<file path="config.mk">
export PLATFORM = sky130hd
export DESIGN_NAME = duck_round_sequencer
export DESIGN_NICKNAME = d
export VERILOG_FILES = /design/src/rtl/duck_round_sequencer.sv
export SDC_FILE = /design/constraint.sdc
export NUM_CORES = 1
export LEC_CHECK = 0
export CAP_MARGIN = 20
export CELL_PAD_IN_SITES_DETAIL_PLACEMENT = 0
export CELL_PAD_IN_SITES_GLOBAL_PLACEMENT = 2
export CORE_MARGIN = 4
export CORE_UTILIZATION = 31
export DETAILED_ROUTE_END_ITERATION = 12
export PLACE_DENSITY_LB_ADDON = 0.1
export SKIP_LAST_GASP = 1
export SLEW_MARGIN = 25
export SYNTH_ARGS = -nofsm -noshare
export SYNTH_HDL_FRONTEND = slang
export SYNTH_SLANG_ARGS = --single-unit
</file>
<file path="constraint.sdc">
create_clock -name Clk -period 4.48 [get_ports Clk]
set_input_delay 0.448 -clock Clk [delete_from_list [all_inputs] [get_ports Clk]]
set_output_delay 0.448 -clock Clk [all_outputs]
set_load 0.02 [all_outputs]
</file>
<file path="src/rtl/duck_round_sequencer.sv">
// duck_round_sequencer
//   Game-flow controller for the duck/dog/cursor datapath. Runs each round as
//   an intro followed by DUCKS_PER_ROUND duck flights, arbitrates shots per
//   duck, times the fly-away and dog show, and keeps score, high score and the
//   round pass / game over decision.
//
// Ports
//   Clk            in   system clock
//   Reset          in   asynchronous active-low reset
//   frame_tick     in   one-Clk pulse per video frame
//   start_req      in   level, start/restart (honoured only in IDLE/GAMEOVER)
//   trigger        in   raw mouse button level, rising edge = one shot
//   hit            in   cursor over live duck, sampled with the trigger edge
//   duck_launch    out  one-Clk pulse, animation loads a new duck
//   shoot_enable   out  shots accepted (FLIGHT only)
//   fly_away       out  duck escaping
//   duck_killed    out  duck falling
//   out_of_shots   out  shots_left reached 0 for the current duck
//   shots_left     out  remaining shots for current duck
//   duck_index     out  duck number within the round
//   hit_mask       out  bit i = duck i of this round was hit
//   RoundNumber    out  1-based round, saturates at 99
//   score          out  current score, saturating
//   highscore      out  best score since reset
//   gameoversignal out  game over display
//   dbg_state      out  current FSM state encoding (observability only)
//
// All outputs come straight from registers; each status flag is written on
// the same edge that moves the FSM into the state that owns it.
module duck_round_sequencer #(
  parameter int DUCKS_PER_ROUND = 10,
  parameter int SHOTS_PER_DUCK  = 3,
  parameter int INTRO_TICKS     = 120,
  parameter int FLIGHT_TICKS    = 300,
  parameter int RESULT_TICKS    = 60,
  parameter int PASS_BASE       = 6,
  parameter int SCORE_BASE      = 500
) (
  input  logic        Clk,
  input  logic        Reset,
  input  logic        frame_tick,
  input  logic        start_req,
  input  logic        trigger,
  input  logic        hit,
  output logic        duck_launch,
  output logic        shoot_enable,
  output logic        fly_away,
  output logic        duck_killed,
  output logic        out_of_shots,
  output logic [1:0]  shots_left,
  output logic [3:0]  duck_index,
  output logic [9:0]  hit_mask,
  output logic [7:0]  RoundNumber,
  output logic [20:0] score,
  output logic [20:0] highscore,
  output logic        gameoversignal,
  output logic [3:0]  dbg_state
);

  typedef enum logic [3:0] {
    S_IDLE      = 4'd0,
    S_INTRO     = 4'd1,
    S_LAUNCH    = 4'd2,
    S_FLIGHT    = 4'd3,
    S_HIT_FALL  = 4'd4,
    S_FLYAWAY   = 4'd5,
    S_NEXT      = 4'd6,
    S_ROUND_END = 4'd7,
    S_GAMEOVER  = 4'd8
  } state_t;

  state_t      r_state;
  logic [15:0] r_tick;
  logic        r_trig_q;
  logic        r_duck_launch;
  logic        r_shoot_enable;
  logic        r_fly_away;
  logic        r_duck_killed;
  logic        r_out_of_shots;
  logic [1:0]  r_shots_left;
  logic [3:0]  r_duck_index;
  logic [9:0]  r_hit_mask;
  logic [7:0]  r_round;
  logic [20:0] r_score;
  logic [20:0] r_highscore;
  logic        r_gameover;

  logic        w_shot;
  logic        w_intro_done;
  logic        w_flight_done;
  logic        w_result_done;
  logic [1:0]  w_shots_dec;
  logic [21:0] w_score_sum;
  logic [20:0] w_score_inc;
  logic [3:0]  w_hits;
  logic [8:0]  w_need_raw;
  logic [8:0]  w_need;
  logic        w_pass;

  // One registered sample of the button gives exactly one shot per press.
  assign w_shot = trigger & ~r_trig_q;

  // Each timed state ends on the frame tick that completes its N-th tick.
  assign w_intro_done  = frame_tick && (r_tick == 16'(INTRO_TICKS - 1));
  assign w_flight_done = frame_tick && (r_tick == 16'(FLIGHT_TICKS - 1));
  assign w_result_done = frame_tick && (r_tick == 16'(RESULT_TICKS - 1));

  assign w_shots_dec = r_shots_left - 2'd1;

  // Score add in 22 bits so the carry out selects the saturated value.
  assign w_score_sum = {1'b0, r_score} + 22'(SCORE_BASE);
  assign w_score_inc = w_score_sum[21] ? {21{1'b1}} : w_score_sum[20:0];

  always_comb begin
    w_hits = '0;
    for (int i = 0; i < 10; i++) begin
      w_hits = w_hits + 4'(r_hit_mask[i]);
    end
  end

  // Pass threshold grows by one per round, capped at the ducks in a round.
  assign w_need_raw = 9'(PASS_BASE) + {1'b0, r_round} - 9'd1;
  assign w_need     = (w_need_raw > 9'(DUCKS_PER_ROUND)) ? 9'(DUCKS_PER_ROUND) : w_need_raw;
  assign w_pass     = ({5'd0, w_hits} >= w_need);

  always_ff @(posedge Clk or negedge Reset) begin
    if (!Reset) begin
      r_state        <= S_IDLE;
      r_tick         <= '0;
      r_trig_q       <= 1'b0;
      r_duck_launch  <= 1'b0;
      r_shoot_enable <= 1'b0;
      r_fly_away     <= 1'b0;
      r_duck_killed  <= 1'b0;
      r_out_of_shots <= 1'b0;
      r_shots_left   <= 2'(SHOTS_PER_DUCK);
      r_duck_index   <= '0;
      r_hit_mask     <= '0;
      r_round        <= 8'd1;
      r_score        <= '0;
      r_highscore    <= '0;
      r_gameover     <= 1'b0;
    end else begin
      r_trig_q <= trigger;
      if (frame_tick) r_tick <= r_tick + 16'd1;

      case (r_state)
        S_IDLE: begin
          if (start_req) begin
            r_state      <= S_INTRO;
            r_tick       <= '0;
            r_score      <= '0;
            r_hit_mask   <= '0;
            r_duck_index <= '0;
            r_round      <= 8'd1;
          end
        end

        S_INTRO: begin
          if (w_intro_done) begin
            r_state        <= S_LAUNCH;
            r_tick         <= '0;
            r_duck_launch  <= 1'b1;
            r_shots_left   <= 2'(SHOTS_PER_DUCK);
            r_out_of_shots <= 1'b0;
          end
        end

        S_LAUNCH: begin
          r_state        <= S_FLIGHT;
          r_tick         <= '0;
          r_duck_launch  <= 1'b0;
          r_shoot_enable <= 1'b1;
        end

        S_FLIGHT: begin
          // A shot in the timeout cycle is resolved first, so a hit still counts.
          if (w_shot) begin
            r_shots_left <= w_shots_dec;
            if (w_shots_dec == 2'd0) r_out_of_shots <= 1'b1;
            if (hit) begin
              r_state        <= S_HIT_FALL;
              r_tick         <= '0;
              r_shoot_enable <= 1'b0;
              r_duck_killed  <= 1'b1;
              r_hit_mask     <= r_hit_mask | (10'd1 << r_duck_index);
              r_score        <= w_score_inc;
            end else if ((w_shots_dec == 2'd0) || w_flight_done) begin
              r_state        <= S_FLYAWAY;
              r_tick         <= '0;
              r_shoot_enable <= 1'b0;
              r_fly_away     <= 1'b1;
            end
          end else if (w_flight_done) begin
            r_state        <= S_FLYAWAY;
            r_tick         <= '0;
            r_shoot_enable <= 1'b0;
            r_fly_away     <= 1'b1;
          end
        end

        S_HIT_FALL: begin
          if (w_result_done) begin
            r_state       <= S_NEXT;
            r_tick        <= '0;
            r_duck_killed <= 1'b0;
          end
        end

        S_FLYAWAY: begin
          if (w_result_done) begin
            r_state    <= S_NEXT;
            r_tick     <= '0;
            r_fly_away <= 1'b0;
          end
        end

        S_NEXT: begin
          r_tick <= '0;
          if (r_duck_index < 4'(DUCKS_PER_ROUND - 1)) begin
            r_state        <= S_LAUNCH;
            r_duck_index   <= r_duck_index + 4'd1;
            r_duck_launch  <= 1'b1;
            r_shots_left   <= 2'(SHOTS_PER_DUCK);
            r_out_of_shots <= 1'b0;
          end else begin
            r_state <= S_ROUND_END;
          end
        end

        S_ROUND_END: begin
          r_tick <= '0;
          if (w_pass) begin
            r_state      <= S_INTRO;
            r_round      <= (r_round >= 8'd99) ? 8'd99 : r_round + 8'd1;
            r_hit_mask   <= '0;
            r_duck_index <= '0;
          end else begin
            r_state    <= S_GAMEOVER;
            r_gameover <= 1'b1;
            if (r_score > r_highscore) r_highscore <= r_score;
          end
        end

        S_GAMEOVER: begin
          // Score stays on display here; IDLE clears it when the next game starts.
          if (start_req) begin
            r_state    <= S_IDLE;
            r_tick     <= '0;
            r_gameover <= 1'b0;
          end
        end

        default: begin
          r_state <= S_IDLE;
          r_tick  <= '0;
        end
      endcase
    end
  end

  assign duck_launch    = r_duck_launch;
  assign shoot_enable   = r_shoot_enable;
  assign fly_away       = r_fly_away;
  assign duck_killed    = r_duck_killed;
  assign out_of_shots   = r_out_of_shots;
  assign shots_left     = r_shots_left;
  assign duck_index     = r_duck_index;
  assign hit_mask       = r_hit_mask;
  assign RoundNumber    = r_round;
  assign score          = r_score;
  assign highscore      = r_highscore;
  assign gameoversignal = r_gameover;
  assign dbg_state      = r_state;

endmodule

</file>
==> qor.txt <==
worst skew pair latency: 0.35 ns
Slew Limit Fails: 0
Max-Slew Margin vs Limit: 0.413
final critical-path required period: 4.52 ns
Die Ht: 141 um
Die Area: 19800 sq um
PwrDens: 548 nW/um^2
Via Count: 4627
crit-path max FO: 7
first-pass GRT wire length: 24300 um
root buffer cell: clkbuf_16
VDD IR-drop max: 231 uV
worst hold path type: in -> async
final HPWL from detailed placement: 10800 um
sequential share of the synthesized area: 0.418
critical path arrival: 4.75 ns
yosys warns: 0
cell count after synthesis: 582
Syn Nets: 633
largest net degree at the start of global routing: 69
final worst path period share: 1.01
synthesized flop and latch total: 91
Synth area leaders: dfrtp_1 40%, ha_1 8.9%, o21ai_0 3.9%, nand2_1 3.5%, a21oi_1 3.5%
# H-tree levels: 3
Setup-failing EPs final: 9
drt first pass iters: 4
Distinct cells, synth: 59
RSZ-0062 raised after global routing: yes
maxcap violations: 0
Worst Path Class, Setup: reg -> reg
port bufs: 81
cell area after layout: 7210 sq um
total gr overflow: 0
setup TNS after final layout: -0.270 ns
n_diodes: 0
I/O pin cnt: 82
GRT Total Usage: 0.152
CTS tree: yes
top cell type's share of synthesized area: 0.403
Clock Sinks: 91
flop2flop setup slack: -0.04 ns
core box area: 17300 sq um
commonest non-fill, non-tap cells in the layout: 88 x dfrtp_1, 80 x clkdlybuf4s50_1, 51 x nand2_1
total CTS buffers: 9
worst slew pin tran: 0.872 ns
Starting Density: 0.316
placed instance count: 884
share of flip-flops with an asynchronous set or reset: 1.00
Die Width: 141 um
layout cells sized above 1: 0.138
fin nets: 732
Final Hold Fails: 0
fmax: 221 MHz
largest area contributor in the netlist: dfrtp_1
Mapped Area: 5460 sq um
status: finished with violations
drt initial violations: 222
Layout area overhead: 32.1%
synthesized area per cell: 9.38 sq um
min setup slack post-route: -0.0373 ns
WL/cell: 16.5 um
Worst EP required: 4.71 ns
kind of start point of the critical path: flop
failing checks: negative setup slack
dpl cell area: 6590 sq um
Post-Route WL: 15000 um
cts-stage hold buffer count: 0
clock-pin slew on the worst setup and hold paths: 0.07 ns
Antenna Violating Nets Remaining: 0
Final Skew: 0.00546 ns
clock buffer depth: 2
vias per std cell: 5.08
Post-synth top flop: dfrtp_1
vias in the first global route: 4606
fin cells: 911
Leakage: 3.12 nW
Site Rows: 48
# DRC: 0
number of synthesized flops with an enable pin: 0
commonest non-fill, non-tap cell in the layout: dfrtp_1
initial antenna violation count: 0
GPL Wtd Cong: 0.785
crit end category: flop
-- routing by layer --
layer / vias to the layer above / global-route usage / wire, um
met4: 0 / 0.0490 / 190
li1: 2248 / - / -
met3: 14 / 0.0231 / 543
met2: 86 / 0.228 / 6590
met1: 2279 / 0.224 / 7700
met5: - / 0 / 0
-- flip-flops by register name (all words and copies together), names as in the netlist, 2 cells and up --
signal,count
highscore,20
score,20
r_tick,16
hit_mask,10
RoundNumber,8
dbg_state,4
duck_index,4
shots_left,2
-- logic make-up after synthesis --
kind of cell	count (synthesis)	share of synthesized area
xor gates and xnor gates	16	0.0257
adders and majority gates	45	0.111
AOI/OAI and AO/OA	141	0.161
muxes	24	0.0477
DFF	91	0.418
and+or+nand+nor	192	0.177
buffers and inverters	73	0.0594
-- synth_stat cells, types with 3 or more instances --
master and n:
or4_1 3, buf_4 5, nor4_1 5, dfstp_2 3, o211ai_1 4, clkbuf_1 11, nor2b_1 6, a21oi_1 38
a21o_1 8, o21ai_0 43, nand4_1 12, dfrtp_1 88, ha_1 39, nand3_1 21, mux2i_1 8, nand2b_1 4
a22o_1 4, or2_2 3, a31oi_1 12, nand2_1 51, xor2_1 11, inv_1 49, and2_1 6, fa_1 6
o31ai_1 7, and3_1 6, buf_2 3, a211oi_1 3, nor2_1 50, o21a_1 4, mux2_1 14, nor3_1 13
xnor2_1 5
-- area by class of cell --
cell class                      instances  area [sq um]
Multi-Input combinational cell        418          3000
Fill cell                            1718         10100
Clock inverter                          7           101
Sequential cell                        91          2280
Tap cell                              225           282
Clock buffer                            9           225
Timing Repair Buffer                  112          1140
Inverter                               49           184
-- what timing repair did --
action                     CTS  global route
gates resized for setup      5            41
setup endpoints to repair   18            41
pin swaps                    2             8
cloned                       0             0
buffers inserted             2             9
-- path summary, 6_finish.rpt --
kind | from | end | cells after the start
worst max-delay path | hit_mask[5] | highscore[5] | 15
worst min-delay path | Reset | highscore[17] | 1
worst max register to register | hit_mask[5] | highscore[5] | 15
max in group asynchronous | Reset | score[9] | 2
min in group Clk | highscore[20] | highscore[20] | 1
worst min register to register | highscore[20] | highscore[20] | 1
-- metrics by stage --
stage	setup slack [ns]	utilization	hold WS, ns	power, W
after floorplan	0.00488	-	0.152	0.00226
after global placement	0.00416	0.381	0.496	0.00298
after detailed placement	-0.0581	0.381	0.509	0.00297
after CTS	-0.0129	0.402	0.262	0.00387
after global routing	-0.192	0.417	0.103	0.00426
final	-0.0373	0.417	0.0667	0.00395
-- report_power, final --
part	total (W)	leakage [nW]	internal, W	switching (W)
sequential	0.00117	1.24	0.000958	0.000211
clock	0.000842	0.152	0.000493	0.000349
combinational	0.00194	1.73	0.000863	0.00108
-- worst max-delay path, cell delays in order (launching register included) --
cell,delay (ns)
dfrtp_1,0.40
fa_1,0.55
inv_2,0.04
fa_1,0.46
fa_1,0.48
inv_1,0.04
ha_2,0.17
fa_2,0.55
ha_4,0.21
a2111oi_4,0.36
o21a_2,0.22
o211ai_1,0.10
a21oi_2,0.22
buf_12,0.15
buf_12,0.13
mux2_4,0.30
Power figures use the tool's default switching activity.
